==> config.mk <==
export PLATFORM = sky130hd
export DESIGN_NAME = uart_load_ctrl
export DESIGN_NICKNAME = d
export VERILOG_FILES = /design/src/rtl/uart_load_pkg.sv /design/src/rtl/load_word_asm.sv /design/src/rtl/uart_load_ctrl.sv
export SDC_FILE = /design/constraint.sdc
export NUM_CORES = 1
export LEC_CHECK = 0
export BUFFER_PORTS_ARGS = -buffer_cell sky130_fd_sc_hd__buf_2
export CAP_MARGIN = 25
export CORE_MARGIN = 2
export CORE_UTILIZATION = 35
export CTS_CLUSTER_DIAMETER = 100
export DETAILED_ROUTE_END_ITERATION = 8
export PLACE_DENSITY_LB_ADDON = 0.1
export SYNTH_ARGS = -nofsm -noshare
export SYNTH_HDL_FRONTEND = slang
export SYNTH_SLANG_ARGS = --single-unit
==> constraint.sdc <==
create_clock -name sys_clk -period 2.1 [get_ports sys_clk]
set_input_delay 0.42 -clock sys_clk [delete_from_list [all_inputs] [get_ports sys_clk]]
set_output_delay 0.42 -clock sys_clk [all_outputs]
set_load 0.02 [all_outputs]
==> src/rtl/uart_load_pkg.sv <==
// Shared types and constants for the UART program-load controller:
// FSM state encoding, default sync marker and frame field widths.
package uart_load_pkg;

  typedef enum logic [2:0] {
    IDLE   = 3'd0,
    LEN_HI = 3'd1,
    LEN_LO = 3'd2,
    DATA   = 3'd3,
    CSUM   = 3'd4
  } load_state_e;

  localparam logic [7:0] SYNC_BYTE_DEF = 8'hA5;
  localparam int LEN_W  = 16;
  localparam int CSUM_W = 8;
  localparam int WORD_W = 32;

  function automatic logic [CSUM_W-1:0] csum_add(input logic [CSUM_W-1:0] acc,
                                                 input logic [7:0]        b);
    return acc + b;
  endfunction

endpackage

==> src/rtl/load_word_asm.sv <==
// Payload word assembler: shifts bytes MSB-first into a 32-bit word, counts
// bytes within the word and keeps the running mod-256 payload checksum.
module load_word_asm
  import uart_load_pkg::*;
(
  input  logic              clk,
  input  logic              rst_n,
  input  logic              clear,
  input  logic              in_valid,
  input  logic [7:0]        in_byte,
  output logic              last_byte,
  output logic              word_ready,
  output logic [WORD_W-1:0] word,
  output logic [CSUM_W-1:0] checksum
);

  logic [1:0]        byte_cnt_q, byte_cnt_d;
  logic [WORD_W-1:0] word_q, word_d;
  logic [CSUM_W-1:0] csum_q, csum_d;
  logic              word_ready_q, word_ready_d;

  always_comb begin
    byte_cnt_d   = byte_cnt_q;
    word_d       = word_q;
    csum_d       = csum_q;
    word_ready_d = 1'b0;
    if (clear) begin
      byte_cnt_d = 2'd0;
      word_d     = 32'd0;
      csum_d     = 8'd0;
    end else if (in_valid) begin
      word_d       = {word_q[23:0], in_byte};
      csum_d       = csum_add(csum_q, in_byte);
      byte_cnt_d   = byte_cnt_q + 2'd1;
      word_ready_d = (byte_cnt_q == 2'd3);
    end else begin
      word_ready_d = 1'b0;
    end
  end

  always_ff @(posedge clk or negedge rst_n) begin
    if (!rst_n) begin
      byte_cnt_q   <= 2'd0;
      word_q       <= 32'd0;
      csum_q       <= 8'd0;
      word_ready_q <= 1'b0;
    end else begin
      byte_cnt_q   <= byte_cnt_d;
      word_q       <= word_d;
      csum_q       <= csum_d;
      word_ready_q <= word_ready_d;
    end
  end

  // Combinational so the FSM can leave DATA on the very byte that ends the last word.
  assign last_byte  = in_valid & (byte_cnt_q == 2'd3);
  assign word_ready = word_ready_q;
  assign word       = word_q;
  assign checksum   = csum_q;

endmodule

==> src/rtl/uart_load_ctrl.sv <==
// Framed program loader: sync/length/payload/checksum parser, ROM write strobes
// and loader/CPU ROM-port arbitration. Optional inter-byte timeout: UART_LOAD_TIMEOUT_EN.
module uart_load_ctrl
  import uart_load_pkg::*;
#(
  parameter logic [7:0]  SYNC_BYTE   = SYNC_BYTE_DEF,
  parameter int unsigned MAX_WORDS   = 4096,
  parameter int unsigned TIMEOUT_CYC = 500000
) (
  input  logic        sys_clk,
  input  logic        sys_rst_n,
  input  logic        rx_valid,
  input  logic [7:0]  rx_data,
  input  logic        cpu_ce_i,
  input  logic [31:0] cpu_addr_i,
  output logic        rom_ce,
  output logic        rom_wen,
  output logic [31:0] rom_addr,
  output logic [31:0] rom_data,
  output logic        cpu_hold,
  output logic        load_done,
  output logic        load_err
);

  load_state_e       state_q, state_d;
  logic [LEN_W-1:0]  len_q, len_d;
  logic [LEN_W-1:0]  word_idx_q, word_idx_d;
  logic              cpu_hold_q, cpu_hold_d;
  logic              load_done_q, load_done_d;
  logic              load_err_q, load_err_d;
  logic              asm_clear_s, asm_valid_s, asm_last_s, word_ready_s;
  logic [WORD_W-1:0] asm_word_s;
  logic [CSUM_W-1:0] asm_csum_s;
  logic [LEN_W-1:0]  len_lo_s;
  logic              timeout_s;

  assign asm_valid_s = rx_valid & (state_q == DATA);
  assign len_lo_s    = {len_q[15:8], rx_data};

  load_word_asm u_asm (
    .clk        (sys_clk),
    .rst_n      (sys_rst_n),
    .clear      (asm_clear_s),
    .in_valid   (asm_valid_s),
    .in_byte    (rx_data),
    .last_byte  (asm_last_s),
    .word_ready (word_ready_s),
    .word       (asm_word_s),
    .checksum   (asm_csum_s)
  );

`ifdef UART_LOAD_TIMEOUT_EN
  localparam int unsigned TMO_W = $clog2(TIMEOUT_CYC + 1);
  logic [TMO_W-1:0] tmo_cnt_q, tmo_cnt_d;

  always_comb begin
    tmo_cnt_d = tmo_cnt_q;
    if (rx_valid || (state_q == IDLE)) begin
      tmo_cnt_d = '0;
    end else begin
      tmo_cnt_d = tmo_cnt_q + {{(TMO_W-1){1'b0}}, 1'b1};
    end
  end

  always_ff @(posedge sys_clk or negedge sys_rst_n) begin
    if (!sys_rst_n) begin
      tmo_cnt_q <= '0;
    end else begin
      tmo_cnt_q <= tmo_cnt_d;
    end
  end

  assign timeout_s = !rx_valid && (state_q != IDLE) &&
                     (tmo_cnt_q == TMO_W'(TIMEOUT_CYC - 1));
`else
  assign timeout_s = 1'b0;
`endif

  always_comb begin
    state_d     = state_q;
    len_d       = len_q;
    word_idx_d  = word_ready_s ? (word_idx_q + 16'd1) : word_idx_q;
    cpu_hold_d  = cpu_hold_q;
    load_done_d = load_done_q;
    load_err_d  = load_err_q;
    asm_clear_s = 1'b0;
    if (timeout_s) begin
      state_d    = IDLE;
      load_err_d = 1'b1;
      cpu_hold_d = 1'b0;
    end else if (rx_valid) begin
      case (state_q)
        IDLE: begin
          if (rx_data == SYNC_BYTE) begin
            state_d     = LEN_HI;
            cpu_hold_d  = 1'b1;
            load_done_d = 1'b0;
            load_err_d  = 1'b0;
            word_idx_d  = 16'd0;
            asm_clear_s = 1'b1;
          end else begin
            state_d = IDLE;
          end
        end
        LEN_HI: begin
          len_d   = {rx_data, 8'h00};
          state_d = LEN_LO;
        end
        LEN_LO: begin
          len_d = len_lo_s;
          if ({16'd0, len_lo_s} > MAX_WORDS) begin
            load_err_d = 1'b1;
            cpu_hold_d = 1'b0;
            state_d    = IDLE;
          end else if (len_lo_s == 16'd0) begin
            state_d = CSUM;
          end else begin
            state_d = DATA;
          end
        end
        DATA: begin
          // word_idx_q still names the word whose last byte is arriving now.
          if (asm_last_s && ((word_idx_q + 16'd1) == len_q)) begin
            state_d = CSUM;
          end else begin
            state_d = DATA;
          end
        end
        CSUM: begin
          if (rx_data == asm_csum_s) begin
            load_done_d = 1'b1;
          end else begin
            load_err_d = 1'b1;
          end
          cpu_hold_d = 1'b0;
          state_d    = IDLE;
        end
        default: begin
          state_d = IDLE;
        end
      endcase
    end else begin
      state_d = state_q;
    end
  end

  always_ff @(posedge sys_clk or negedge sys_rst_n) begin
    if (!sys_rst_n) begin
      state_q     <= IDLE;
      len_q       <= 16'd0;
      word_idx_q  <= 16'd0;
      cpu_hold_q  <= 1'b0;
      load_done_q <= 1'b0;
      load_err_q  <= 1'b0;
    end else begin
      state_q     <= state_d;
      len_q       <= len_d;
      word_idx_q  <= word_idx_d;
      cpu_hold_q  <= cpu_hold_d;
      load_done_q <= load_done_d;
      load_err_q  <= load_err_d;
    end
  end

  assign rom_ce    = cpu_hold_q ? word_ready_s : cpu_ce_i;
  assign rom_wen   = cpu_hold_q & word_ready_s;
  assign rom_addr  = cpu_hold_q ? {16'd0, word_idx_q} : cpu_addr_i;
  assign rom_data  = (cpu_hold_q & word_ready_s) ? asm_word_s : 32'd0;
  assign cpu_hold  = cpu_hold_q;
  assign load_done = load_done_q;
  assign load_err  = load_err_q;

endmodule

Word level (Yosys, flattened, before mapping)
Index checks and enable logic that the tools add are counted.
- output and inout bits: 69
- bits in registers: 81
- $lt $le $gt $ge: 1
- eq/ne operators: 12
- reductions and logical operators: 12
- add/sub/neg operators: 3
- mux-type cells: 33
- bitwise operators: 4
- operator list (kind ; number):
    two-way mux 32 bit ; 4
    two-way mux 16 bit ; 4
    case mux 16 bit (2 select lines) ; 1
    adder 16 x 1 -> 16 bit, second input constant ; 1
    == test 16 bit ; 1
    > comparator 16 x 13 -> 1 bit, second input constant ; 1
    zero test 16 bit ; 1
    two-way mux 8 bit ; 2
    two-way mux 1 bit ; 13
    case mux 3 bit (4 select lines) ; 1
    two-way mux 3 bit ; 3
    adder 8 bit ; 1
    == test 8 bit ; 1
    == test 8 bit, second input constant ; 1
    != test 2 bit, second input constant ; 4
    AND reduction 4 bit ; 2
    == test 3 x 2 -> 1 bit, second input constant ; 2
    case mux 1 bit (3 select lines) ; 2
    nonzero test 2 bit ; 3
    AND reduction 5 bit ; 1
    two-way mux 2 bit ; 2
    bitwise AND 1 bit ; 3
    == test 3 x 1 -> 1 bit, second input constant ; 1
    == test 3 bit, second input constant ; 1
    9 further kinds ; 9

Longest topological paths before layout
- depth after elaboration: 6
- gate-level depth with buffers: 9
- mapped depth without buffers: 9

Hierarchy
A second synthesis with hierarchy kept.
- cells, all modules: 513
- area, all modules: 4908.5 um2
- by module, submodules not included (module ; cells each ; sequential area each (um2) ; area each (um2) ; times used):
    uart_load_ctrl ; 333 ; 950.9 ; 2879.0 ; 1
    load_word_asm ; 180 ; 1076.0 ; 2029.4 ; 1

Least setup slack after synthesis
OpenSTA, ideal clock, no wires.
- path kind: register to register
- start: register word_idx_q[0]
- end: register state_q[2]
- path slack: 0.050 ns
- arrival time: 1.926 ns
- data required time: 1.976 ns
- clock period less this slack: 2.050 ns
- cell stages (with the launch flop): 9
- cells stage by stage: dfrtp_1 -> ha_1 -> and3_2 -> buf_2 -> and3_4 -> mux2_2 -> mux2i_1 -> nor4_2 -> a211o_1
- cells in the longest elaborated chain, start to end: 5
- RTL lines (what ; RTL line ; text):
    start, declared ; uart_load_ctrl.sv:27 ; logic [LEN_W-1:0] word_idx_q, word_idx_d;
    start signal, assigned ; uart_load_ctrl.sv:158 ; word_idx_q <= word_idx_d;
    adder 16 x 1 -> 16 bit ; uart_load_ctrl.sv:123 ; if (asm_last_s && ((word_idx_q + 16'd1) == len_q)) begin
    == test 16 bit ; uart_load_ctrl.sv:123 ;
    logical AND 1 bit ; uart_load_ctrl.sv:123 ;
    two-way mux 3 bit ; uart_load_ctrl.sv:123 ;
    case mux 3 bit (4 select lines) ; uart_load_ctrl.sv:92 ; case (state_q)
    end signal, assigned ; uart_load_ctrl.sv:156 ; state_q <= state_d;
    end, declared ; uart_load_ctrl.sv:25 ; load_state_e state_q, state_d;
Every way passes these cells.
A chain may end at the register's enable or synchronous reset.

Worst setup path after layout
- start: register word_idx_q[1]
- end: register state_q[2]
The elaborated chain is that of the path after synthesis.

==> impl_metrics.env <==
export IMPL_worst_path_most_repeated_cell="and3_4"
export IMPL_drc_errors=0
export IMPL_synth_compound_area_share_pct=9.41
export IMPL_ant_nets=0
export IMPL_worst_ep_required_time_ns=2.33
export IMPL_start_util_pct=35.5
export IMPL_synth_avg_cell_area_um2=8.88
export IMPL_netSwitchingFraction_pct=38.1
export IMPL_cp_num_buf_inv=0
export IMPL_synth_area_mux_share_pct=6.37
export IMPL_syn_inst=551
export IMPL_cts_tree="yes"
export IMPL_core_area_um2=13800
export IMPL_synth_top_area_share_pct=41.4
export IMPL_p_sw_mw=2.96
export IMPL_synth_xor_area_share_pct=6.62
export IMPL_finalSetupViolCount=0
export IMPL_hold_ws_ns=0.0216
export IMPL_p_per_area_nw_per_um2=1190
export IMPL_slowest_stage="dfrtp_1"
export IMPL_netlist_top_cells_count="nand2_1 (91), dfrtp_1 (81), nand3_1 (47), and3_1 (38), nor2_1 (29)"
export IMPL_num_io_pins=113
export IMPL_yosysMostFrequentCell="nand2_1"
export IMPL_cp_max_fo=6
export IMPL_io_buffer_count=112
export IMPL_fin_crit_ns=2.04
export IMPL_grt_usage_pct=18.9
export IMPL_synth_nets=605
export IMPL_seqPwrFrac_pct=34.8
export IMPL_power_frac_comb_pct=44.4
export IMPL_clockPowerShare_pct=20.8
export IMPL_syn_area_um2=4890
export IMPL_worst_setup_path_end_kind="flip-flop"
export IMPL_std_cell_rows=43
export IMPL_drt_iter0_markers=261
export IMPL_vias=4501
export IMPL_clkTransAtPathRegs_ns=0.07
export IMPL_clock_skew_final_ns=0.00736
export IMPL_first_pass_iters=7
export IMPL_p_leak_nw=3.22
export IMPL_setup_tns_ns=0
export IMPL_cp_top_family="multiplexers"
export IMPL_drive_gt1_share_pct=35.4
export IMPL_synthTopCellsByArea="dfrtp_1 (41%), nand2_1 (7.0%), mux2_2 (5.8%)"
export IMPL_slowest_delay_ns=0.42
export IMPL_fin_cells=883
export IMPL_hold_viol=0
export IMPL_cts_max_level=3
export IMPL_criticalPathCategory="flip-flop to flip-flop"
export IMPL_die_w_um=122
export IMPL_vias_per_cell=5.10
export IMPL_die_h_um=122
export IMPL_synth_distinct_cells=54
export IMPL_clk_latency_ns=0.35
export IMPL_yosys_area_top_type="dfrtp_1"
export IMPL_synth_ff_type="dfrtp_1"
export IMPL_clock_sinks=81
export IMPL_grt_pass1_wl_um=22000
export IMPL_worst_ep_arrival_time_ns=2.27
export IMPL_slew_viol_final=0
export IMPL_gp_congestion=0.874
export IMPL_area_growth_pct=33.7
export IMPL_cts_buffers=9
export IMPL_fin_ws_ns=0.0608
export IMPL_clock_path_buffers=2
export IMPL_dp_slack_ns=-0.0761
export IMPL_min_path_type="primary input to async pin"
export IMPL_outcome="finished, final reports clean"
export IMPL_cellInternalPower_mw=4.80
export IMPL_synthArstFlopShare_pct=100
export IMPL_fmax_ghz=0.490
export IMPL_synth_seq_cells=81
export IMPL_seq_area_frac_synth_pct=41.4
export IMPL_cts_root_buf="clkbuf_16"
export IMPL_fin_crit_sh_pct=97.1
export IMPL_die_area_um2=14900
export IMPL_slew_headroom_pct=58.5
export IMPL_cap_violations=0
export IMPL_fin_util_pct=47.5
export IMPL_drt_wl_total_um=13700
export IMPL_synth_top_family_by_area="simple AND/OR/NAND/NOR gates"
export IMPL_grt_max_degree=48
export IMPL_crit_path_start_kind="flip-flop"
export IMPL_synthAdderAreaFrac_pct=2.71
export IMPL_num_nets_final=752
export IMPL_tightest_slew_ns=0.619
export IMPL_wire_per_inst_um=15.5
export IMPL_max_vdd_ir_drop_mv=0.809
export IMPL_grt_pass1_vias=4325
export IMPL_hpwl_um=9810
export IMPL_path_cells="ha_4 > and3_4 > and3_4 > mux2_2 > mux2i_2 > nor4_4 > a211o_1"
export IMPL_synth_edff_count=0
export IMPL_gr_total_overflow=0
export IMPL_hold_buffers=0
export IMPL_yosysWarningCount=0
export IMPL_synth_simple_area_share_pct=28.4
export IMPL_diodes=0
export IMPL_dp_cells=860
export IMPL_antenna_found_initial=0
## logic make-up (layout without fill, tap and decap cells)
family | Yosys count | count (layout)
buffers and inverters | 54 | 206
DFF | 81 | 81
muxes | 28 | 28
and+or+nand+nor | 274 | 274
AOI/OAI and AO/OA | 67 | 67
xor gates and xnor gates | 37 | 37
adders and majority gates | 10 | 10
## final cells by class
type | count | area (um^2)
Fill cell | 1346 | 7230
Timing Repair Buffer | 180 | 1170
Multi-Input combinational cell | 416 | 2780
Tap cell | 180 | 225
Clock inverter | 7 | 76.3
Inverter | 10 | 37.5
Sequential cell | 81 | 2030
Clock buffer | 9 | 225
## power by group through the flow
stage                     Combinational (mW)  Sequential, mW  Clock (mW)
final                                   3.44            2.70        1.62
after global routing                    3.83            2.79        1.73
after CTS                               3.02            2.67        1.67
after detailed placement                2.98            2.68           0
after global placement                  2.93            2.67           0
after floorplan                         2.14            2.50           0
## worst paths after layout
path	startpoint	end	slack (ns)	cells past startpoint
setup / recovery	word_idx_q[1]	state_q[2]	0.06	7
hold / removal	sys_rst_n	len_q[4]	0.02	1
setup reg to reg	word_idx_q[1]	state_q[2]	0.06	7
hold reg to reg	u_asm.word[8]	u_asm.word[16]	0.49	2
max in group asynchronous	sys_rst_n	u_asm.word[8]	1.40	2
min in group sys_clk	rx_data[6]	u_asm.word[6]	0.38	3
## placed cells by master, fill, tap and decap left out, types with 20 or more instances in the layout
cell,Yosys,final
and3_1,38,37
buf_2,14,111
buf_4,2,60
dfrtp_1,81,78
mux2_2,25,25
nand2_1,91,91
nand3_1,47,45
nor2_1,29,28
nor2b_1,20,20
xor2_1,21,21
## metrics by stage
| step | cell area, um^2 | total power [mW] |
|---|---|---|
| floorplan | 4890 | 4.64 |
| global placement | 6020 | 5.61 |
| detailed placement | 6020 | 5.66 |
| CTS | 6350 | 7.36 |
| global route | 6540 | 8.36 |
| finish | 6540 | 7.75 |
## state kept, by name, indices dropped and copies added, names as in the netlist
name and count:
len_q 16, cpu_hold 1, u_asm.word_ready 1, load_err 1, u_asm.word 32, u_asm.checksum 8
word_idx_q 16, u_asm.byte_cnt_q 2, state_q 3, load_done 1
## repair_timing
action	4_1_cts	5_1_grt
pin swaps	3	13
resized for setup	5	30
setup endpoints to repair	4	5
setup buffers	1	7
## worst register-to-register path, delay by kind of cell (launching register included)
| family | cells | cell delay (ns) |
|---|---|---|
| flops | 1 | 0.42 |
| compound gates | 1 | 0.25 |
| mux | 2 | 0.55 |
| simple gates | 3 | 0.51 |
| fa+ha+maj | 1 | 0.20 |
## per-layer routing
metal  vias to the layer above  share of wire (%)  track usage (%)
li1                       2219                  -                -
met1                      2158                 46             25.0
met2                       105                 48             31.0
met3                        19                4.1             4.14
met4                         0                1.9             5.96
met5                         -                  0                0
Note: power is estimated with default switching activity, not from simulation.
